## src/rtl/bpu_update_queue.sv

```systemverilog
// bpu_update_queue: in-flight branch predictions, resolved in order, train + redirect.
// Optional BPU_PERF_COUNTER_EN adds resolve/mispredict counters.
module bpu_update_queue #(
  parameter int DEPTH = 8
) (
  input  logic        clk,
  input  logic        rst,
  input  logic        pred_valid_i,
  input  logic [31:0] pred_pc_i,
  input  logic        pred_taken_i,
  input  logic [31:0] pred_target_i,
  output logic        enq_ready_o,
  input  logic        resolve_valid_i,
  input  logic        resolve_taken_i,
  input  logic [31:0] resolve_target_i,
  output logic        resolve_ready_o,
  input  logic        flush_i,
  output logic        update_valid_o,
  output logic        update_taken_o,
  output logic [31:0] update_pc_o,
  output logic [31:0] update_target_o,
  output logic        redirect_valid_o,
  output logic [31:0] redirect_pc_o
`ifdef BPU_PERF_COUNTER_EN
  ,
  output logic [31:0] perf_resolve_cnt_o,
  output logic [31:0] perf_mispredict_cnt_o
`endif
);

  localparam int AW = $clog2(DEPTH);
  localparam logic [AW:0] FULL = DEPTH[AW:0];

  logic [31:0]   pc_q     [DEPTH];
  logic          taken_q  [DEPTH];
  logic [31:0]   target_q [DEPTH];

  logic [AW-1:0] head_q, tail_q;
  logic [AW:0]   count_q, count_d;

  logic [31:0]   hd_pc, hd_target;
  logic          hd_taken;
  logic          res_fire, enq_fire;
  logic          mispred, clr;

  assign enq_ready_o     = (count_q != FULL);
  assign resolve_ready_o = (count_q != '0);

  assign hd_pc     = pc_q[head_q];
  assign hd_taken  = taken_q[head_q];
  assign hd_target = target_q[head_q];

  // Fire conditions; any clear (flush or mispredict) drops the enqueue
  always_comb begin
    res_fire = resolve_valid_i && resolve_ready_o;
    mispred  = 1'b0;
    if (res_fire) begin
      mispred = (resolve_taken_i != hd_taken) ||
                (resolve_taken_i && hd_taken &&
                 (resolve_target_i != hd_target));
    end
    clr      = flush_i || mispred;
    enq_fire = pred_valid_i && enq_ready_o && !clr;
    count_d  = count_q;
    if (clr) begin
      count_d = '0;
    end else begin
      unique case ({enq_fire, res_fire})
        2'b10:   count_d = count_q + 1'b1;
        2'b01:   count_d = count_q - 1'b1;
        default: count_d = count_q;
      endcase
    end
  end

  // Entry payload storage, deliberately not reset
  always_ff @(posedge clk) begin
    if (enq_fire) begin
      pc_q[tail_q]     <= pred_pc_i;
      taken_q[tail_q]  <= pred_taken_i;
      target_q[tail_q] <= pred_target_i;
    end
  end

  // Pointers and occupancy; pointers wrap naturally at power-of-two depth
  always_ff @(posedge clk) begin
    if (!rst) begin
      head_q  <= '0;
      tail_q  <= '0;
      count_q <= '0;
    end else if (clr) begin
      head_q  <= '0;
      tail_q  <= '0;
      count_q <= '0;
    end else begin
      count_q <= count_d;
      if (res_fire) head_q <= head_q + 1'b1;
      if (enq_fire) tail_q <= tail_q + 1'b1;
    end
  end

  // Registered training pulse; payload holds while idle
  always_ff @(posedge clk) begin
    if (!rst) begin
      update_valid_o  <= 1'b0;
      update_taken_o  <= 1'b0;
      update_pc_o     <= '0;
      update_target_o <= '0;
    end else begin
      update_valid_o <= res_fire;
      if (res_fire) begin
        update_taken_o  <= resolve_taken_i;
        update_pc_o     <= hd_pc;
        update_target_o <= resolve_target_i;
      end
    end
  end

  // Registered fetch redirect; an external flush already redirects fetch
  always_ff @(posedge clk) begin
    if (!rst) begin
      redirect_valid_o <= 1'b0;
      redirect_pc_o    <= '0;
    end else begin
      redirect_valid_o <= mispred && !flush_i;
      if (mispred && !flush_i) begin
        redirect_pc_o <= resolve_taken_i ? resolve_target_i
                                         : hd_pc + 32'd4;
      end
    end
  end

`ifdef BPU_PERF_COUNTER_EN
  // Free-running event counters, wrap at 2^32
  always_ff @(posedge clk) begin
    if (!rst) begin
      perf_resolve_cnt_o    <= '0;
      perf_mispredict_cnt_o <= '0;
    end else begin
      if (res_fire) perf_resolve_cnt_o    <= perf_resolve_cnt_o + 32'd1;
      if (mispred)  perf_mispredict_cnt_o <= perf_mispredict_cnt_o + 32'd1;
    end
  end
`endif

endmodule

```

## config.mk

```make
export PLATFORM = sky130hd
export DESIGN_NAME = bpu_update_queue
export DESIGN_NICKNAME = d
export VERILOG_FILES = /design/src/rtl/bpu_update_queue.sv
export SDC_FILE = /design/constraint.sdc
export NUM_CORES = 1
export LEC_CHECK = 0
export CAP_MARGIN = 20
export CORE_MARGIN = 4
export CORE_UTILIZATION = 55
export CTS_BUF_LIST = sky130_fd_sc_hd__clkbuf_8
export DETAILED_ROUTE_END_ITERATION = 10
export PLACE_DENSITY_LB_ADDON = 0.08
export SLEW_MARGIN = 15
export SYNTH_ARGS = -nofsm -noshare
export SYNTH_HDL_FRONTEND = slang
export SYNTH_SLANG_ARGS = --single-unit
```

## constraint.sdc

```tcl
create_clock -name clk -period 13.32 [get_ports clk]
set_input_delay 1.998 -clock clk [delete_from_list [all_inputs] [get_ports clk]]
set_output_delay 1.998 -clock clk [all_outputs]
set_load 0.05 [all_outputs]
```

; Word level (Yosys, flattened, before mapping)
; Memories as Yosys holds them, arrays and structs flattened. A register that Yosys moved wholly into a read port is not among the register bits.
; Cells that the tools add are included.
[totals]
n_memories = 3
elab_cells = 47
latchBits = 0
output_inout_bits = 101
register_bits = 109
ram_bits = 520
rom_bits = 0
input_bits = 103
[memory_table]
columns = memory, words, width, read_ports, rd_clocked_by_memory_dff, wr, line_no
row1 = pc_q, 8, 32, 1, 1, 1, 34  ; logic [31:0] pc_q [DEPTH];
row2 = target_q, 8, 32, 1, 1, 1, 36  ; logic [31:0] target_q [DEPTH];
row3 = taken_q, 8, 1, 1, 1, 1, 35  ; logic taken_q [DEPTH];
[classes]
order_cmp = 0
n_reduce_logical = 13
mul = 0
eq_ne = 5
n_mux = 11
bitwise = 1
div = 0
add_sub_neg = 5
shifts = 0
[ops]
columns = operator, count
row1 = $add A32 B3 Y32 const B, 1
row2 = $mux W32, 1
row3 = $ne A32 B32 Y1, 1
row4 = $mux W3, 6
row5 = $pmux W4 S2, 1
row6 = $add A3 B1 Y3 const B, 2
row7 = $logic_and A1 B1 Y1, 6
row8 = $add A4 B1 Y4 const B, 1
row9 = $ne A4 B4 Y1 const B, 1
row10 = $reduce_bool A4 Y1, 1
row11 = $sub A4 B1 Y4 const B, 1
row12 = $mux W1, 3
row13 = $eq A2 B1 Y1 const B, 1
row14 = $eq A2 B2 Y1 const B, 1
row15 = $logic_not A1 Y1, 2
row16 = $logic_or A1 B1 Y1, 2
row17 = $reduce_bool A2 Y1, 1
row18 = $reduce_or A2 Y1, 1
row19 = $ne A1 B1 Y1, 1
row20 = $not A1 Y1, 1

; Longest topological paths before layout
; Gate-level depths: netlist of the first run.
[logic_depth]
depth_word = 9
mapped_depth = 21
ltp_nobuf = 16

; Least setup slack after synthesis of the first run
; No wires, ideal clock.
[synth_path]
kind = input port to flip-flop
startpoint = input resolve_target_i[7]
endpoint = memory pc_q[0][0] (enable)
required_time_ns = 12.778
setup_slack_ns = 5.424
setup_time_ns = 0.542
arrival_ns = 7.354
n_path_buf = 1
stages = 7
cell_sequence = and4_1 > o2111ai_1 > nor4_2 > nand4_2 > a21o_1 > buf_2 > a2111oi_2
[synth_via]
elab_chain_cells = 9
[synth_lines]
columns = item, line_no
row1 = from (decl), 15  ; input logic [31:0] resolve_target_i,
row2 = $ne A32 B32 Y1, 60  ; (resolve_target_i != hd_target));
row3 = $logic_and A1 B1 Y1, 59  ; (resolve_taken_i && hd_taken &&
row4 = $logic_or A1 B1 Y1, 58  ; mispred = (resolve_taken_i != hd_taken) ||
row5 = $mux W1, 57  ; if (res_fire) begin
row6 = $logic_or A1 B1 Y1, 62  ; clr = flush_i || mispred;
row7 = $logic_not A1 Y1, 63  ; enq_fire = pred_valid_i && enq_ready_o && !clr;
row8 = $logic_and A1 B1 Y1, 63
row9 = $mux W1, 78  ; if (enq_fire) begin
row10 = $mux W1 (implied by the code), 79  ; pc_q[tail_q] <= pred_pc_i;
row11 = to (decl), 34
; Every way passes these cells.

==> metrics.md, run 1 <==
| Metric | Value |
|---|---|
| Min cycle time layout | 6.11 ns |
| Worst VDD drop | 0.0777 mV |
| Num Clock Sinks | ~630 |
| Hold Buf Count CTS | 0 |
| Area grow syn2layout | 18.4% |
| Kind of critical path | reg2reg |
| Crit. End Element | flop |
| H-tree lvl count | 3 |
| Critical Path AT | 6.70 ns |
| Layout cells sized above 1 | 0.173 |
| Rel. slew slack | 0.282 |
| Largest net degree at the start of global routing | around 110 |
| Die ar. | around 50000 sq um |
| Final Non-Filler Cells | ~2500 |
| Setup violators final | 0 |
| Mapped Nets | 1666 |
| TritonRoute pass-1 iters | 5 |
| Worst hold path class | reg2reg |
| Sequential fraction of the synthesis area | 0.700 |
| Die Height | 223 um |
| Ys async rst share | 0 |
| Startpoint Class | flop |
| Worst Max-Slew Pin Slew | about 1.1 ns |
| DRC Markers | 0 |
| Wire per inst | 26.1 um |
| RSZ-0062 raised after global routing | false |
| FP Rows | 78 |
| Peak Freq | 164 MHz |
| Maxcap violations | 0 |
| Initial core utilization | 0.560 |
| CTS Root Cell | clkbuf_8 |
| Synth Flop Type | edfxtp_1 |
| Via count | around 15000 |
| Netlist Area Pre-Place | around 26000 sq um |
| Clk slew on worst S/H paths | about 0.070 ns |
| Hold WS | about 0.45 ns |
| Tcrit/Tclk final | 0.459 |
| Antenna violations before repair | 5 |
| Syn Area/Cell | roughly 16 sq um |
| Worst-path maximum fanout | 36 |
| Core area | around 46000 sq um |
| Vias in the first global route | 14785 |
| Post-synthesis instance total | ~1600 |
| Final GP Congestion | 0.833 |
| Synth warn | 0 |
| Max-slew violations | 0 |
| DP HPWL | between 40000 and 50000 um |
| Total Routing Usage GR | 0.259 |
| Fin Clk Skew | about 0.035 ns |
| Number of flops mapped to enable cells by yosys | 520 |
| TritonCTS clock tree | yes |
| CP required | 13.91 ns |
| Status | complete, no violations |
| Distinct cells, synth | a little under 60 |
| CTS Buf Count | about 100 |
| Final ANT Viol Nets | 0 |
| Power density cells | 133 nW/um^2 |
| Final Hold Viols | 0 |
| Clk_lat worst skew | approximately 0.69 ns |
| Placed cell count | about 2300 |
| First-pass GRT wire length | just under 100000 um |
| # resized after CTS | 0 |
| I/O pin cnt | a little over 200 |
| Post-CTS setup buffer count | 0 |
| Die span in x | 223 um |
| Nets | between 1500 and 2000 |
| Setup_tns | 0 ns |
| Clock Tree Buf Depth | 3 |
| Final design utilization | 0.663 |
| Grt ovf | 0 |
| WL final | roughly 65000 um |
| Port Buffers | 203 |
| 1st-iter DRT viols | roughly 1600 |
| DR vias/cell | 5.99 |
| Fillers | between 3000 and 4000 |
| Leakage | 9.66 nW |
| FF+latch count, synth | 632 |
sequential cells by signal, indices dropped and copies added, names as in the netlist, named ones only:
register and count:
count_q 4, tail_q 3, redirect_pc_o 32, update_valid_o 1, target_q 256, pc_q 256
head_q 3, redirect_valid_o 1, update_target_o 32, update_pc_o 32, taken_q 8, update_taken_o 1
placed cells by master (no fill, tap or decap), drive strengths merged, types with 26 or more instances in the layout:
cell           synthesis  final
inv                    5     41
edfxtp               520    520
clkbuf                46    117
buf                   48     39
clkinv                 1     30
mux2                  31     31
mux2i                130    130
xor2                  29     29
o21ai                 26     26
dfxtp                112    112
a211oi                39     39
nor2                  53     53
mux4                  84     84
clkdlybuf4s50          0    201
a21oi                 53     53
nand2                146    146
critical path, cell delays in order, from the launching register on:
cell and delay, ns:
dfxtp_4 0.67, buf_4 0.64, nor2b_1 0.56, buf_4 0.34, a22oi_1 0.18, a21oi_1 0.17, o2111ai_1 0.32, nor4_2 0.39
nand4_2 0.35, a21o_1 0.29, buf_4 0.25, a211o_1 0.36, ha_1 0.26, xor2_1 0.17, ha_1 0.19, a21oi_1 0.14
xor2_1 0.17, nor2_1 0.07, xnor2_1 0.13, a2111oi_2 0.32
metal layers:
layer,vias up,wire length (um),GRT usage
li1,6672,-,-
met1,7611,28000,0.376
met2,572,31300,0.410
met3,74,4650,0.0512
met4,6,1070,0.0656
met5,-,46,0
cell families after synthesis:
group / Yosys count / share of synthesized area
xor gates and xnor gates: 41 / 0.0141
and+or+nand+nor: 310 / 0.0583
buffers and inverters: 100 / 0.0212
muxes: 245 / 0.139
DFF: 632 / 0.700
adders and majority gates: 7 / 0.00343
AOI/OAI and AO/OA: 221 / 0.0642
Yosys cell counts (all sizes together), types with 8 or more instances:
cell	instances	area (sq um)
mux2i	130	1300
nor3	9	45.0
buf	48	345
a21oi	53	277
xnor2	12	105
xor2	29	254
o211ai	14	105
mux2	31	349
nand3	14	70.1
mux4	84	1890
a211oi	39	293
nor2	53	201
dfxtp	112	2240
nand2	146	548
nand4	11	81.3
a2111oi	19	275
a22o	19	166
o22ai	16	100
nor4	9	75.1
o21ai	26	130
a22oi	8	60.1
clkbuf	46	173
nand2b	16	100
or3	15	93.8
edfxtp	520	15600
final timing paths:
path | from | end | slack [ns] | depth (start not counted)
max reg2reg | flop | count_q[2]$_SDFFE_PP0P_ | 7.21 | 19
min | update_target_o[14]$_SDFFE_PN0P_ | update_target_o[14]$_SDFFE_PN0P_ | 0.45 | 2
max | flop | count_q[2]$_SDFFE_PP0P_ | 7.21 | 19
min reg2reg | update_target_o[14]$_SDFFE_PN0P_ | update_target_o[14]$_SDFFE_PN0P_ | 0.45 | 2
power breakdown:
part           leakage [nW]  internal [W]  switching [W]  total [W]
Clock                  1.16      0.000872       0.000749    0.00162
Sequential             5.60       0.00216      0.0000113    0.00217
Combinational          2.90     0.0000860       0.000154   0.000240
metrics by stage:
step / setup WS (ns) / power [W] / area, sq um
after floorplan: 5.42 / 0.00234 / 25500
after global placement: 7.08 / 0.00245 / 28200
after detailed placement: 6.98 / 0.00245 / 28200
after CTS: 7.26 / 0.00406 / 30200
after global routing: 6.85 / 0.00418 / 30200
final: 7.21 / 0.00403 / 30200
final cells by class:
class	instances	area, sq um	share of cell area
Sequential cell	632	17900	0.591
Multi-Input combinational cell	824	7220	0.239
Timing Repair Buffer	241	2340	0.0774
Antenna cell	1	2.50	0.0000828
Clock inverter	72	409	0.0135
Inverter	6	26.3	0.000870
Tap cell	600	751	0.0248
Clock buffer	116	1600	0.0528
No activity file was read; power rests on OpenSTA's default activity.
==> inputs of run 2 (changes only) <==
--- a/config.mk
+++ b/config.mk
@@ -7,7 +7,7 @@
 export LEC_CHECK = 0
 export CAP_MARGIN = 20
 export CORE_MARGIN = 4
-export CORE_UTILIZATION = 55
+export CORE_UTILIZATION = 54
 export CTS_BUF_LIST = sky130_fd_sc_hd__clkbuf_8
 export DETAILED_ROUTE_END_ITERATION = 10
 export PLACE_DENSITY_LB_ADDON = 0.08
==> constraint.sdc (replaced) <==
create_clock -name clk -period 5.55 [get_ports clk]
set_input_delay 0.8325 -clock clk [delete_from_list [all_inputs] [get_ports clk]]
set_output_delay 0.8325 -clock clk [all_outputs]
set_load 0.05 [all_outputs]
==> run 2 against run 1 <==
Effect of this change: register-to-register slack got worse by 6.4 ns; setup slack got worse by 6.4 ns; combinational power rose by 140%; maximum frequency rose by 28%; power rose by 130%; count of clock-buffer cells in the layout fell by 3; non-clock buffer count rose by 16; critical endpoint unchanged; first-iteration DRC count fell by 7.1%; flip-flop and latch count did not move.
==> metrics.md, run 2 (synthesis results as in run 1) <==
| Metric | Value |
|---|---|
| Switching pwr | 0.00215 W |
| I/O pin cnt | 204 |
| Maxcap violations | 0 |
| Port Buffers | approximately 200 |
| Area of the multi-input gates | just over 7000 sq um |
| Max-slew violations | 0 |
| R2R Setup Slk | roughly 0.78 ns |
| Grt met1 use | 0.376 |
| Num Clock Sinks | ~630 |
| Kind of critical path | reg2reg |
| Placed cell areas | 28400 sq um |
| Hold WS | 0.455 ns |
| Setup_tns | 0 ns |
| First-pass GRT wire length | approximately 96000 um |
| GRT Max-Usage Layer | met2 |
| Startpoint Class | flop |
| Leakage | roughly 9.7 nW |
| Critical Path AT | roughly 5.3 ns |
| Pint | ~0.0073 W |
| Biggest regs | pc_q: 256 flops, target_q: 256 flops |
| Sequential fraction of design power | 0.551 |
| WL final | around 65000 um |
| Worst-path maximum fanout | 32 |
| Antenna violations before repair | 2 |
| Vias in the first global route | 14965 |
| Final Cell Area | a little over 30000 sq um |
| Rel. slew slack | 0.311 |
| Grt ovf | 0 |
| Clk_lat worst skew | between 0.6 and 0.7 ns |
| Peak Freq | between 200 and 250 MHz |
| # resized after CTS | 0 |
| Final Hold Viols | 0 |
| Crit. End Element | flop |
| Largest net degree at the start of global routing | 71 |
| Total Routing Usage GR | 0.255 |
| CP required | approximately 6.1 ns |
| CP max stage delay | 0.67 ns |
| Commonest non-fill, non-tap cell in the layout | edfxtp_1 |
| H-tree lvl count | 3 |
| Fin Clk Skew | 0.0250 ns |
| DR vias/cell | ~6.0 |
| Slowest-stage cell, CP | dfxtp_4 |
| Fillers | 3390 |
| Die Height | approximately 230 um |
| Power density cells | ~310 nW/um^2 |
| Setup violators final | 0 |
| Core area | roughly 47000 sq um |
| Via count | 14968 |
| Die ar. | between 50000 and 60000 sq um |
| Layout cells sized above 1 | 0.174 |
| Nets | just under 2000 |
| Min cycle time layout | roughly 4.8 ns |
| Final Non-Filler Cells | 2515 |
| RSZ-0062 raised after global routing | false |
| Critical path's most frequent cell | xor2_1 |
| 1st-iter DRT viols | 1528 |
| Sw Share | 0.227 |
| DRC Markers | 0 |
| Hold path start | update_target_o[18]$_SDFFE_PN0P_ |
| Comb power frac | 0.062 |
| Area grow syn2layout | 18.8% |
| Met3 GRT Util | 0.0477 |
| Flip-flop and latch area | between 15000 and 20000 sq um |
| DP HPWL | 40400 um |
| Clock Tree Buf Depth | 3 |
| Met2 global-route usage | 0.401 |
| Worst VDD drop | about 0.28 mV |
| Tcrit/Tclk final | 0.860 |
| Final ANT Viol Nets | 0 |
| Commonest non-fill, non-tap cells in the layout | edfxtp_1 (520), clkdlybuf4s50_1 (201), nand2_1 (145) |
| FP Rows | 79 |
| Die span in x | 225 um |
| Worst hold path class | reg2reg |
| Wire per inst | between 20 and 30 um |
| Placed cell count | around 2300 |
| Worst Max-Slew Pin Slew | approximately 1.0 ns |
| TritonRoute pass-1 iters | 5 |
| Crit-path cells | mux4_2 -> mux2i_1 -> xor2_1 -> o2111ai_1 -> nor4_2 -> nand4_2 -> a21o_1 -> a211o_1 -> ha_1 -> xor2_1 -> ha_1 -> a21oi_1 -> xor2_1 -> nor2_1 -> xnor2_1 -> a2111oi_2 |
| Clock network power share | 0.387 |
| Post-CTS setup buffer count | 0 |
| TritonCTS clock tree | yes |
| Hold Buf Count CTS | 0 |
| Initial core utilization | 0.547 |
| CTS Root Cell | clkbuf_8 |
| CTS Buf Count | 99 |
| Final GP Congestion | between 0.8 and 0.9 |
| Status | complete, no violations |
| Clk slew on worst S/H paths | 0.06 ns |
## run 2: power groups by stage
| stage | Sequential, W | Clock, W | Combinational, W |
|---|---|---|---|
| 3_3_place_gp | 0.00531 | 0 | 0.000577 |
| 5_1_grt | 0.00521 | 0.00397 | 0.000622 |
| 2_1_floorplan | 0.00538 | 0 | 0.000232 |
| 3_5_place_dp | 0.00531 | 0 | 0.000584 |
| 4_1_cts | 0.00521 | 0.00374 | 0.000586 |
| 6_report | 0.00521 | 0.00366 | 0.000586 |
## run 2: area by class of cell
cell class              instances  share of cell area
repair buffers                257              0.0842
clock buffers                 113              0.0513
well taps                     607              0.0251
multi-input cells             824               0.238
inverters                       6            0.000867
flip-flops and latches        632               0.589
clock inverters                75              0.0111
diodes                          1           0.0000825
## run 2: layer usage
layer  routed length [um]  share of wire
met3                 4620          0.071
met4                  996          0.015
met5                   16        0.00025
met2                30700           0.47
met1                28500           0.44
## run 2: final timing paths
check,endpoint,depth (start not counted)
worst min register to register,update_target_o[18]$_SDFFE_PN0P_,2
worst max-delay path,count_q[2]$_SDFFE_PP0P_,16
worst min-delay path,update_target_o[18]$_SDFFE_PN0P_,2
worst max register to register,count_q[2]$_SDFFE_PP0P_,16
## run 2: per-stage QoR
step	power (W)	util	setup WS, ns
6_report	0.00945	0.650	0.777
3_5_place_dp	0.00589	0.609	0.793
4_1_cts	0.00954	0.650	0.781
5_1_grt	0.00980	0.650	0.519
2_1_floorplan	0.00561	-	0.00635
3_3_place_gp	0.00588	0.609	0.896
## run 2: worst max-delay path: cells and delay by family (launching register included)
family | cells | cell delay [ns]
AOI/OAI and AO/OA | 5 | 1.21
xor gates and xnor gates | 4 | 0.71
adders and majority gates | 2 | 0.44
DFF | 1 | 0.67
muxes | 2 | 0.77
and+or+nand+nor | 3 | 0.84
==> inputs of run 3 (changes only) <==
--- a/config.mk
+++ b/config.mk
@@ -6,8 +6,8 @@
 export NUM_CORES = 1
 export LEC_CHECK = 0
 export CAP_MARGIN = 20
-export CORE_MARGIN = 4
-export CORE_UTILIZATION = 54
+export CORE_MARGIN = 3
+export CORE_UTILIZATION = 37
 export CTS_BUF_LIST = sky130_fd_sc_hd__clkbuf_8
 export DETAILED_ROUTE_END_ITERATION = 10
 export PLACE_DENSITY_LB_ADDON = 0.08
==> run 3 against run 2 <==
Effect of this change: sequential share of layout area decreased by 0.83 points; flip-flop and latch count is the same; clock power rose by 1%; via count is 0.90% lower; non-clock buffer count is 3 higher; cell area up 1.4%; setup slack got worse by 0.011 ns; wire length up 12%; worst hold slack worse by 0.0033 ns.
==> metrics.md, run 3 (synthesis results as in run 1) <==
| Metric | Value |
|---|---|
| Status | complete, no violations |
| Initial core utilization | 0.377 |
| TritonCTS clock tree | yes |
| Area of the multi-input gates | 7220 sq um |
| Final Power | around 0.0095 W |
| Leakage | ~9.8 nW |
| Rel. slew slack | 0.279 |
| Die ar. | 72100 sq um |
| Fillers | 5986 |
| Max-slew violations | 0 |
| Worst Hold Depth | 2 |
| R2R Setup Slk | about 0.77 ns |
| # resized after CTS | 0 |
| Die span in x | about 270 um |
| Clock Tree Buf Depth | 3 |
| Area grow syn2layout | 20.6% |
| Tcrit/Tclk final | 0.862 |
| I/O pin cnt | 204 |
| Peak Freq | approximately 210 MHz |
| Total Routing Usage GR | 0.201 |
| Setup violators final | 0 |
| Worst Max-Slew Pin Slew | about 1.1 ns |
| Maxcap violations | 0 |
| Port Buffers | just over 200 |
| Hold Buf Count CTS | 0 |
| Hold endpoint | update_target_o[24]$_SDFFE_PN0P_ |
| Vias in the first global route | between 15000 and 20000 |
| Core area | slightly below 70000 sq um |
| Nets | just under 2000 |
| Clk slew on worst S/H paths | roughly 0.060 ns |
| Commonest non-fill, non-tap cells in the layout | edfxtp_1 (520), clkdlybuf4s50_1 (201), nand2_1 (145) |
| WL final | ~73000 um |
| Post-CTS setup buffer count | 0 |
| Switching pwr | roughly 0.0022 W |
| DRC Markers | 0 |
| Setup_tns | 0 ns |
| Wire per inst | between 20 and 30 um |
| Worst-path maximum fanout | 29 |
| 1st-iter DRT viols | 1089 |
| Power density cells | between 300 and 400 nW/um^2 |
| Worst hold path class | reg2reg |
| Worst r2r dst | count_q[2]$_SDFFE_PP0P_ |
| DP HPWL | around 46000 um |
| Sw Share | 0.233 |
| Comb power frac | 0.063 |
| TritonRoute pass-1 iters | 5 |
| Num Clock Sinks | 632 |
| Pint | approximately 0.0073 W |
| Startpoint Class | flop |
| Clock network power share | 0.389 |
| Clk_lat worst skew | 0.69 ns |
| Worst VDD drop | roughly 0.15 mV |
| Biggest regs | pc_q: 256 flops, target_q: 256 flops |
| Min cycle time layout | between 4 and 5 ns |
| Die Height | 269 um |
| Flip-flop and latch area | 17900 sq um |
| Final GP Congestion | 0.762 |
| FP Rows | 95 |
| Layout cells sized above 1 | 0.176 |
| Hold path start | update_target_o[24]$_SDFFE_PN0P_ |
| Via count | 14833 |
| Final ANT Viol Nets | 0 |
| CTS Root Cell | clkbuf_8 |
| RSZ-0062 raised after global routing | false |
| DR vias/cell | about 5.3 |
| Grt ovf | 0 |
| Final Cell Area | a little over 30000 sq um |
| Kind of critical path | reg2reg |
| First-pass GRT wire length | around 100000 um |
| Fin Clk Skew | 0.0348 ns |
| Largest net degree at the start of global routing | 66 |
| Sequential fraction of design power | 0.548 |
| Critical Path AT | about 5.4 ns |
| Final Hold Viols | 0 |
| Placed cell areas | ~29000 sq um |
| Worst R2R Path Depth | 17 |
| Commonest non-fill, non-tap cell in the layout | edfxtp_1 |
| H-tree lvl count | 3 |
| CTS Buf Count | 106 |
| Crit. End Element | flop |
| CP required | 6.13 ns |
| Antenna violations before repair | 5 |
-- run 3: cell type report --
class                   count  area share
repair buffers            260      0.0850
inverters                   6    0.000854
well taps                 873      0.0355
multi-input cells         824       0.235
clock inverters            83      0.0113
clock buffers             115      0.0515
flip-flops and latches    632       0.581
diodes                      2    0.000163
-- run 3: metrics by stage --
stage	setup WS (ns)	hold WS, ns	util	std cells
5_1_grt	0.403	0.471	0.454	2794
6_report	0.766	0.451	0.454	2795
3_3_place_gp	0.637	0.443	0.425	2595
2_1_floorplan	0.00635	0.563	-	1556
4_1_cts	0.733	0.455	0.454	2793
3_5_place_dp	0.612	0.447	0.425	2595
-- run 3: layer usage --
metal	GRT usage	share of wire
met1	0.285	0.46
met2	0.312	0.46
met3	0.0409	0.060
met4	0.0649	0.024
met5	0	0.00029
-- run 3: worst max-delay path: stages (launching register included) --
cell	delay, ns
dfxtp_4	0.55
buf_4	0.47
mux2_2	0.39
o22ai_1	0.27
or3_1	0.18
nand4_1	0.10
nor4_1	0.48
nand4_2	0.20
a21o_1	0.24
a211o_1	0.31
ha_1	0.26
xor2_1	0.17
ha_1	0.19
a21oi_1	0.16
xor2_1	0.18
nor2_1	0.07
xnor2_1	0.14
a2111oi_2	0.32
-- run 3: power groups by stage --
stage / clock network [W] / registers, W / logic (W)
after global placement: 0 / 0.00531 / 0.000601
after CTS: 0.00384 / 0.00521 / 0.000607
after floorplan: 0 / 0.00538 / 0.000232
after detailed placement: 0 / 0.00531 / 0.000605
final: 0.00371 / 0.00521 / 0.000601
after global routing: 0.00405 / 0.00521 / 0.000642
-- run 3: worst max path at each step --
stage | depth (start not counted) | from | end
after detailed placement | 15 | resolve_target_i[18] | count_q[2]$_SDFFE_PP0P_
after global routing | 18 | flop | count_q[2]$_SDFFE_PP0P_
after global placement | 15 | resolve_target_i[18] | count_q[2]$_SDFFE_PP0P_
final | 17 | flop | count_q[2]$_SDFFE_PP0P_
after floorplan | 13 | flop | pc_q[0][0]$_DFFE_PP_
after CTS | 16 | flop | count_q[2]$_SDFFE_PP0P_
